**config.mk**
```make
export PLATFORM = sky130hd
export DESIGN_NAME = fifo_unpacker
export DESIGN_NICKNAME = d
export VERILOG_FILES = /design/src/rtl/fifo_unpacker.sv
export SDC_FILE = /design/constraint.sdc
export NUM_CORES = 1
export LEC_CHECK = 0
export ABC_AREA = 1
export CAP_MARGIN = 20
export CELL_PAD_IN_SITES_DETAIL_PLACEMENT = 2
export CELL_PAD_IN_SITES_GLOBAL_PLACEMENT = 2
export CORE_ASPECT_RATIO = 0.8
export CORE_UTILIZATION = 26
export CTS_CLUSTER_DIAMETER = 40
export DETAILED_ROUTE_END_ITERATION = 10
export PLACE_DENSITY_LB_ADDON = 0.1
export SLEW_MARGIN = 10
export SYNTH_ARGS = -nofsm -noshare
export SYNTH_HDL_FRONTEND = slang
export SYNTH_SLANG_ARGS = --single-unit
export TNS_END_PERCENT = 1
```
**constraint.sdc**
```tcl
create_clock -name clk -period 4 [get_ports clk]
set_clock_uncertainty 0.15 [all_clocks]
set_input_delay 0.8 -clock clk [delete_from_list [all_inputs] [get_ports clk]]
set_output_delay 0.8 -clock clk [all_outputs]
set_load 0.02 [all_outputs]
```
**src/rtl/fifo_unpacker.sv**
```systemverilog
// fifo_unpacker: pops wide FIFO words and streams them out as narrow chunks, LS chunk first
module fifo_unpacker #(
   parameter int WORD_W  = 64,
   parameter int CHUNK_W = 16,
   parameter int CNT_W   = 8
) (
   input  logic               clk,
   input  logic               rst_n,
   input  logic [WORD_W-1:0]  fifo_data_out,
   input  logic               fifo_empty,
   output logic               pop_fifo,
   output logic [CHUNK_W-1:0] chunk_out,
   output logic               chunk_valid,
   input  logic               chunk_ready,
   output logic               chunk_last,
   output logic [CNT_W-1:0]   word_count
);
   localparam int NCHUNK = WORD_W / CHUNK_W;
   localparam int IDX_W  = $clog2(NCHUNK);
   typedef enum logic {EMPTY, HOLD} state_t;
   state_t             state, state_nx;
   logic [WORD_W-1:0]  word_reg, word_nx;
   logic [IDX_W-1:0]   idx, idx_nx;
   logic [CNT_W-1:0]   count_nx;
   logic [CHUNK_W-1:0] chunks [NCHUNK];
   logic               accept, take;
   for (genvar i = 0; i < NCHUNK; i++) begin : g_chunk
      assign chunks[i] = word_reg[i*CHUNK_W +: CHUNK_W];
   end
   assign chunk_valid = (state == HOLD);
   assign chunk_last  = chunk_valid & (idx == IDX_W'(NCHUNK-1));
   assign chunk_out   = chunks[idx];
   assign accept      = chunk_valid & chunk_ready;
   assign take        = ~chunk_valid | (accept & chunk_last);
   assign pop_fifo    = rst_n & ~fifo_empty & take;
   // next state: a pop loads a fresh word (even on the last-chunk accept), otherwise step or go idle
   always_comb begin
      state_nx = state;
      word_nx  = word_reg;
      idx_nx   = idx;
      count_nx = word_count;
      if (pop_fifo) begin
         state_nx = HOLD;
         word_nx  = fifo_data_out;
         idx_nx   = '0;
         count_nx = word_count + CNT_W'(1);
      end else if (accept & ~chunk_last) begin
         idx_nx   = idx + IDX_W'(1);
      end else if (accept) begin
         state_nx = EMPTY;
         idx_nx   = '0;
      end
   end
   // state registers; asynchronous reset discards any partially sent word
   always_ff @(posedge clk or negedge rst_n) begin
      if (!rst_n) begin
         state      <= EMPTY;
         word_reg   <= '0;
         idx        <= '0;
         word_count <= '0;
      end else begin
         state      <= state_nx;
         word_reg   <= word_nx;
         idx        <= idx_nx;
         word_count <= count_nx;
      end
   end
endmodule

```
# Word-level counts from Yosys, hierarchy flattened

Index checks and enable logic that the tools add are counted.

$add $sub $neg: 2
Order comparisons: 1
Equality and inequality tests: 2
Multiplexer cells: 9
Bitwise gates (word level): 11
Reductions and logical operators: 3

Operator list:

| operator                                                       | number |
|---|---|
| 16-bit binary-select mux with 2-bit select                     | 1 |
| 16-bit two-way mux                                             | 2 |
| 8-bit by 1-bit adder with 8-bit output (second input constant) | 1 |
| 1-bit AND                                                      | 6 |
| 2-bit two-way mux                                              | 3 |
| 3-bit >= comparator (second input constant)                    | 1 |
| 1-bit two-way mux                                              | 3 |
| 1-bit inverter                                                 | 3 |
| 2-bit inverter with 3-bit output                               | 1 |
| 3-bit nonzero test                                             | 1 |
| 2-bit by 1-bit adder with 2-bit output (second input constant) | 1 |
| 2-bit == test (second input constant)                          | 1 |
| 2-bit != test (second input constant)                          | 1 |
| 2-bit AND reduction                                            | 1 |
| 2-bit nonzero test                                             | 1 |
| 1-bit OR                                                       | 1 |

Bits in registers: 75
Output and inout bits: 27

# Longest topological paths before layout

Gate-level depths: netlist of the first run.

Depth in word-level cells: 7
Gate-level depth with buffers: 8
Mapped depth without buffers: 7

# Worst setup path before layout of the first run

Ideal clock, no wire load.

Kind: input -> output
From: input fifo_empty
To: output pop_fifo
Arrival time: 1.318 ns
Required time: 3.050 ns
Path slack: 1.732 ns
Stages: 4
Cells stage by stage: inv_1 nand2_1 a21oi_2 buf_2

Word-level cells in the longest chain between the ends: 3

RTL lines:

| item                   | line | RTL |
|---|---|---|
| start, declared        | 10   | `input logic fifo_empty,` |
| 1-bit inverter         | 35   | `assign pop_fifo = rst_n & ~fifo_empty & take;` |
| 1-bit AND (2 in a row) | 35   |  |
| end, declared          | 11   | `output logic pop_fifo,` |

Every way passes these cells.

# Worst setup path in the final report of the first run

From: register idx[0]
To: output chunk_out[3]

Word-level cells in the longest chain between the ends: 4

RTL lines:

| item                                                   | line | RTL |
|---|---|---|
| start, declared                                        | 23   | `logic [IDX_W-1:0] idx, idx_nx;` |
| start signal, assigned                                 | 64   | `idx <= idx_nx;` |
| 2-bit inverter with 3-bit output (not written as such) | 32   | `assign chunk_out = chunks[idx];` |
| 16-bit binary-select mux with 2-bit select             | 32   |  |
| 16-bit two-way mux (not written as such) (2 in a row)  | 32   |  |
| end, declared                                          | 12   | `output logic [CHUNK_W-1:0] chunk_out,` |

Every way passes these cells. The select of a mux whose other input is x is not followed.

==> results of run 1 <==
-- kinds of logic after synthesis --
family	count (synthesis)
compound gates	51
xor+xnor	3
fa+ha+maj	2
buf+inv	33
flops	75
mux	1
simple gates	273
-- critical path: cells and delay by family, from the launching register on --
kind	cells	cell delay, ns
buffers and inverters	2	0.99
AO/OA/AOI/OAI	2	0.41
flip-flops	1	0.65
-- through the flow --
stage | util, % | power, mW | setup WS (ns) | hold WS (ns) | instance area, sq um
floorplan | - | 2.21 | 1.73 | 0.287 | 3440
global placement | 35.2 | 2.93 | 0.906 | 0.300 | 4520
detailed placement | 35.2 | 2.98 | 0.862 | 0.306 | 4520
CTS | 37.3 | 3.79 | 0.629 | 0.322 | 4810
global route | 37.3 | 3.99 | 0.545 | 0.343 | 4810
finish | 37.3 | 3.73 | 0.660 | 0.318 | 4810
-- power by group --
| part | internal (mW) | total, mW | leakage (nW) | switching (mW) |
|---|---|---|---|---|
| combinational | 0.684 | 1.62 | 1.23 | 0.941 |
| clock | 0.468 | 0.773 | 0.135 | 0.305 |
| sequential | 1.09 | 1.33 | 0.941 | 0.240 |
-- routing by layer --
metal	wire (um)	GRT usage (%)	share of wire, %
met5	0	0	0
met4	83	4.43	0.73
met2	5270	28.0	46
met3	544	4.10	4.8
met1	5470	23.8	48
-- cell usage after synthesis --
cell type,instances,area [sq um]
a21oi_2,1,8.76
inv_2,1,3.75
buf_4,1,7.51
nor2_1,36,135
clkbuf_1,11,41.3
dfrtp_1,75,1880
xor2_1,1,8.76
buf_6,7,78.8
xnor2_1,2,17.5
nand3_1,6,30.0
o21ai_0,33,165
ha_1,2,25.0
nand2_1,230,863
nand3b_1,1,7.51
inv_1,9,33.8
o22ai_1,17,106
mux2i_1,1,10.0
buf_2,4,20.0
-- area by class of cell --
type,instances,area [sq um]
Timing Repair Buffer,103,1010
Clock inverter,1,7.51
Sequential cell,75,1880
Inverter,10,37.5
Clock buffer,14,274
Tap cell,175,219
Multi-Input combinational cell,330,1390
Fill cell,1528,8060
-- worst max-delay path by stage --
stage / to / slack (ns) / cells past startpoint
floorplan: pop_fifo / 1.73 / 4
global placement: pop_fifo / 0.91 / 4
detailed placement: pop_fifo / 0.86 / 4
CTS: chunk_out[3] / 0.63 / 4
global route: chunk_out[2] / 0.54 / 5
finish: chunk_out[3] / 0.66 / 4
==> results by group, run 1 <==
Synthesis
  • Count of unique library cells instantiated by Yosys: 18
  • Post-synthesis compound-gate area fraction: under 10%
  • Seq/Total Area, Yosys: 54.6%
  • Mux cell area share after synthesis: less than 1%
  • Syn_nets: 508
  • Number of synthesized register bits: between 70 and 80
  • Synth Cell Area: between 0.003 and 0.004 sq mm
  • Post-Synth Simple-Gate Area: 30.1%
  • Yosys warns: 0
  • Synth Instances: ~440
  • Post-Synth Adder-Cell Area: less than 1%
  • Post-Synth XOR/XNOR Area: less than 1%
  • Main combinational cell family by area after synthesis: simple AND/OR/NAND/NOR gates
  • Mean Syn Cell Area: roughly 7.9 sq um

Die
  • Core ar.: around 0.013 sq mm
  • I/O Pins: 95
  • Die width: between 100 and 150 um
  • Row count: 37
  • Die height: approximately 100 um
  • Starting density of the core: a little over a quarter
  • Die area: approximately 0.014 sq mm

Timing
  • Max frequency: about 300 MHz
  • Min Clock Period, post-route: about 3.3 ns
  • Slew Limit Fails: 0
  • Setup violations, final: 0
  • Final period utilization: 83.5%
  • RSZ-0062 raised after global routing: no
  • Final hold vios: 0
  • Slew @ Worst Pin: roughly 0.75 ns
  • Slew Limit Headroom: approximately half
  • Setup Total Neg Slack: 0 ns

Status
  • Status: finished clean

GRT
  • Vias in the first global route: between 3000 and 4000
  • GR Util All Layers: 17.6%
  • Initial antenna violation count: 0
  • GRT Residual Overflow: 0
  • Pin count of the biggest net entering global routing: 76
  • Global-route wire length before repair: roughly 18000 um

Clocking
  • H-tree Lvls: 3
  • CTS Buf Count: 9
  • # clock sinks: between 70 and 80
  • Clk root buf: clkbuf_16
  • Max Root-Sink Buffers: 2
  • Clk_lat worst skew: between 0.3 and 0.4 ns
  • Post-CTS Hold Buffers: 0
  • CTS tree: built
  • PostCTS Resize Cnt: 0
  • Clock transition at path regs: around 0.050 ns
  • Post-CTS setup buffer count: 0

Setup path
  • FF-to-FF setup slack: approximately 1.3 ns
  • Critical-path top delay cell: clkdlybuf4s50_1
  • Crit path DAT: approximately 2.4 ns
  • R2R depth: 8
  • Critical Path RT: approximately 3 ns
  • Crit path from: idx[0]$_DFFE_PN0P_
  • Worst-path cell chain: buf_4 > o21ai_0 > o22ai_1 > clkdlybuf4s50_1
  • Critical path class: reg -> out
  • Crit path largest cell delay: 0.66 ns
  • R2R Path End: word_reg[27]$_DFFE_PN0N_
  • Crit path max fanout: 20
  • Worst Setup End Kind: output pin
  • FF-to-FF Start: idx[0]$_DFFE_PN0P_
  • Startpoint types: flip-flop

Final layout
  • Non-filler cells, final: about 700
  • Most common cell after layout, fill and taps aside: nand2_1
  • Most frequent cells in the layout: nand2_1, clkdlybuf4s50_1, dfrtp_1, nor2_1, o21ai_0
  • Growth of design area from synthesis to finish: 39.7%
  • Nets: ~600
  • Max reg flops: 64
  • ANT cells: 0
  • Ratio of cells with drive above 1 in the final layout: between 4 and 5%

Placement
  • Cells after DPL: between 600 and 700
  • GPL Wtd Cong: 0.725
  • HPWL after detailed placement: between 8000 and 9000 um
  • Port Buffer Count: 94

Detailed routing
  • Initial drt markers: between 100 and 150
  • Final wirelength: ~11000 um
  • Via count: roughly 3200
  • Vias per inst: 4.50
  • Drt first pass iters: 4
  • Residual DRC count: 0
  • Final ANT Viol Nets: 0
  • Drt wl/cell: 16.1 um

Min path
  • Hold WC Path Type: reg -> reg
  • Worst Hold Launch: word_reg[33]$_DFFE_PN0N_
  • Hold-critical path depth: 2
  • Hold endpoint: word_reg[33]$_DFFE_PN0N_

Job
  • Max Cap Violations: 0

Pwr
  • Pwr dens: about 780 mW/mm^2
  • VDD IR max: 0.326 mV
  • Pleak: between 2 and 2.5 nW
Power figures use the tool's default switching activity.
==> inputs of run 2 (changes only) <==
Clock period 4 ns to 3.1 ns, I/O delays scaled along.
==> results by group, run 2 (same netlist as run 1, synthesis figures left out) <==
Status
  • Status: finished clean

Die
  • Core ar.: 0.0129 sq mm (unchanged)
  • Die width: 131 um (unchanged)
  • Die height: 105 um (unchanged)
  • Starting density of the core: 26.7% (unchanged)
  • Die area: 0.0137 sq mm (unchanged)
  • I/O Pins: 95 (unchanged)
  • Row count: 37 (unchanged)

Pwr
  • P_int: 2.91 mW (+30%)
  • Comb pwr share: 44.3% (+0.7 points)
  • Power, Total: 4.85 mW (+30%)
  • VDD IR max: 0.325 mV (-0.31%)
  • Switching component of the power: 1.94 mW (+31%)
  • Sw Ratio: 40.0% (+0.16 points)
  • Pwr dens: 1000 mW/mm^2 (+29%)
  • Seq pwr share: 35.5% (-0.2 points)
  • Pleak: 2.32 nW (+0.61%)
  • Clock Power Share: 20.2% (-0.5 points)

Placement
  • HPWL after detailed placement: 8570 um (+6.1%)
  • GPL Wtd Cong: 0.763 (+5.2%)
  • Port Buffer Count: 94 (unchanged)

Setup path
  • FF-to-FF setup slack: 0.54 ns (-0.79 ns)
  • Worst Setup End Kind: output pin
  • R2R Path End: word_reg[44]$_DFFE_PN0N_
  • Critical path class: reg -> out
  • FF-to-FF Start: idx[0]$_DFFE_PN0P_
  • Crit path DAT: 2.15 ns (-0.24 ns)
  • Startpoint types: flip-flop
  • Crit path max fanout: 33 (+65%)
  • Critical Path RT: 2.33 ns (-0.72 ns)
  • R2R depth: 9 (+1)

Detailed routing
  • Final ANT Viol Nets: 0 (unchanged)
  • Via count: 3217 (+0.91%)
  • Residual DRC count: 0 (unchanged)
  • Drt wl/cell: 16.9 um (+5.3%)
  • Initial drt markers: 129 (-5.1%)
  • Drt first pass iters: 4 (unchanged)
  • Vias per inst: 4.52 (+0.34%)
  • Final wirelength: 12000 um (+5.9%)

GRT
  • Vias in the first global route: 3534 (+5.0%)
  • Global-route wire length before repair: 19200 um (+7.5%)
  • GR Util All Layers: 19.0% (+1.5 points)
  • Pin count of the biggest net entering global routing: 53 (-30%)
  • GRT Residual Overflow: 0 (unchanged)
  • Initial antenna violation count: 0 (unchanged)

Timing
  • Slew Limit Fails: 0 (unchanged)
  • Final hold vios: 0 (unchanged)
  • Min Clock Period, post-route: approximately 3 ns
  • Final period utilization: a little over nine tenths
  • Max frequency: 342 MHz
  • Slew @ Worst Pin: 0.611 ns (-0.134 ns)
  • RSZ-0062 raised after global routing: no
  • Slew Limit Headroom: 59.3% (+8.9 points)
  • Setup Total Neg Slack: 0 ns (unchanged)
  • Setup violations, final: 0 (unchanged)

Job
  • Max Cap Violations: 0 (unchanged)

Final layout
  • Nets: 602 (+0.50%)
  • Final Core Density: 37.6% (+0.30 points)
  • Most frequent cells in the layout: nand2_1, clkdlybuf4s50_1, dfrtp_1, nor2_1, o21ai_0
  • ANT cells: 0 (unchanged)
  • Growth of design area from synthesis to finish: 40.9%
  • Ratio of cells with drive above 1 in the final layout: 5.59% (+0.90 points)
  • Most common cell after layout, fill and taps aside: nand2_1
  • Max reg flops: 64 (unchanged)

Min path
  • Hold WC Path Type: in -> async

Clocking
  • Max Root-Sink Buffers: 2 (unchanged)
  • CTS Buf Count: 9 (unchanged)
  • # clock sinks: 75 (unchanged)
  • CTS tree: built
  • Clk root buf: clkbuf_16
  • H-tree Lvls: 3 (unchanged)
  • Clk_lat worst skew: 0.33 ns (about the same)
  • Clock transition at path regs: 0.06 ns (about the same)
[run 2: changes by cell type in the layout (fill, tap and decap cells not counted)]
cell / previous run / this run
clkinv_2: 0 / 2
buf_4: 10 / 11
buf_12: 0 / 1
inv_1: 9 / 7
buf_6: 0 / 1
clkinvlp_4: 1 / 2
clkbuf_1: 2 / 3
clkbuf_8: 3 / 2
[run 2: worst max-delay path by stage]
stage	startpoint	endpoint	slack, ns
final	idx[0]$_DFFE_PN0P_	pop_fifo	0.18
after global placement	chunk_ready	pop_fifo	0.35
after CTS	idx[0]$_DFFE_PN0P_	chunk_out[3]	0.08
after detailed placement	chunk_ready	word_count[2]$_DFFE_PN0N_	0.27
after floorplan	idx[0]$_DFFE_PN0P_	chunk_out[12]	1.09
after global routing	idx[0]$_DFFE_PN0P_	pop_fifo	0.05
[run 2: layer usage]
| layer | GRT usage [%] | part of all wire, % |
|---|---|---|
| met3 | 4.25 | 4.3 |
| met4 | 5.25 | 1.5 |
| met2 | 29.0 | 46 |
| met5 | 0 | 0 |
| met1 | 26.9 | 49 |
[run 2: power groups by stage]
stage | Combinational (mW) | Sequential (mW) | Clock (mW)
global route | 2.40 | 1.78 | 1.06
detailed placement | 2.15 | 1.72 | 0
global placement | 2.10 | 1.70 | 0
finish | 2.15 | 1.72 | 0.982
CTS | 2.18 | 1.72 | 1.01
floorplan | 1.19 | 1.66 | 0
[run 2: worst max-delay path, stage by stage, from the launching register on]
cell and delay (ns):
dfrtp_1 0.40, buf_6 0.29, ha_1 0.25, nand2_1 0.12
a21oi_4 0.15, clkdlybuf4s50_1 0.61
[run 2: through the flow]
step	hold slack (ns)	instance area (sq um)	setup WS, ns	instances
global route	0.245	4840	0.0478	712
global placement	0.303	4540	0.355	694
detailed placement	0.308	4540	0.271	694
CTS	0.241	4820	0.0782	710
floorplan	0.174	3440	1.09	438
finish	0.214	4840	0.179	712
[run 2: cell type report]
| type | count | area, sq um |
|---|---|---|
| inverter | 10 | 45.0 |
| clock inverter | 2 | 10.0 |
| multi-input combinational | 330 | 1390 |
| fill | 1493 | 8030 |
| tap | 175 | 219 |
| clock buffer | 14 | 264 |
| timing repair buffer | 106 | 1040 |
| sequential | 75 | 1880 |
[run 2: what timing repair did]
item	4_1_cts	5_1_grt
cloned	0	0
resized for setup	1	2
endpoints found under the setup margin	13	11
buffers inserted	0	2
pin swaps	0	0
hold buffers	0	0
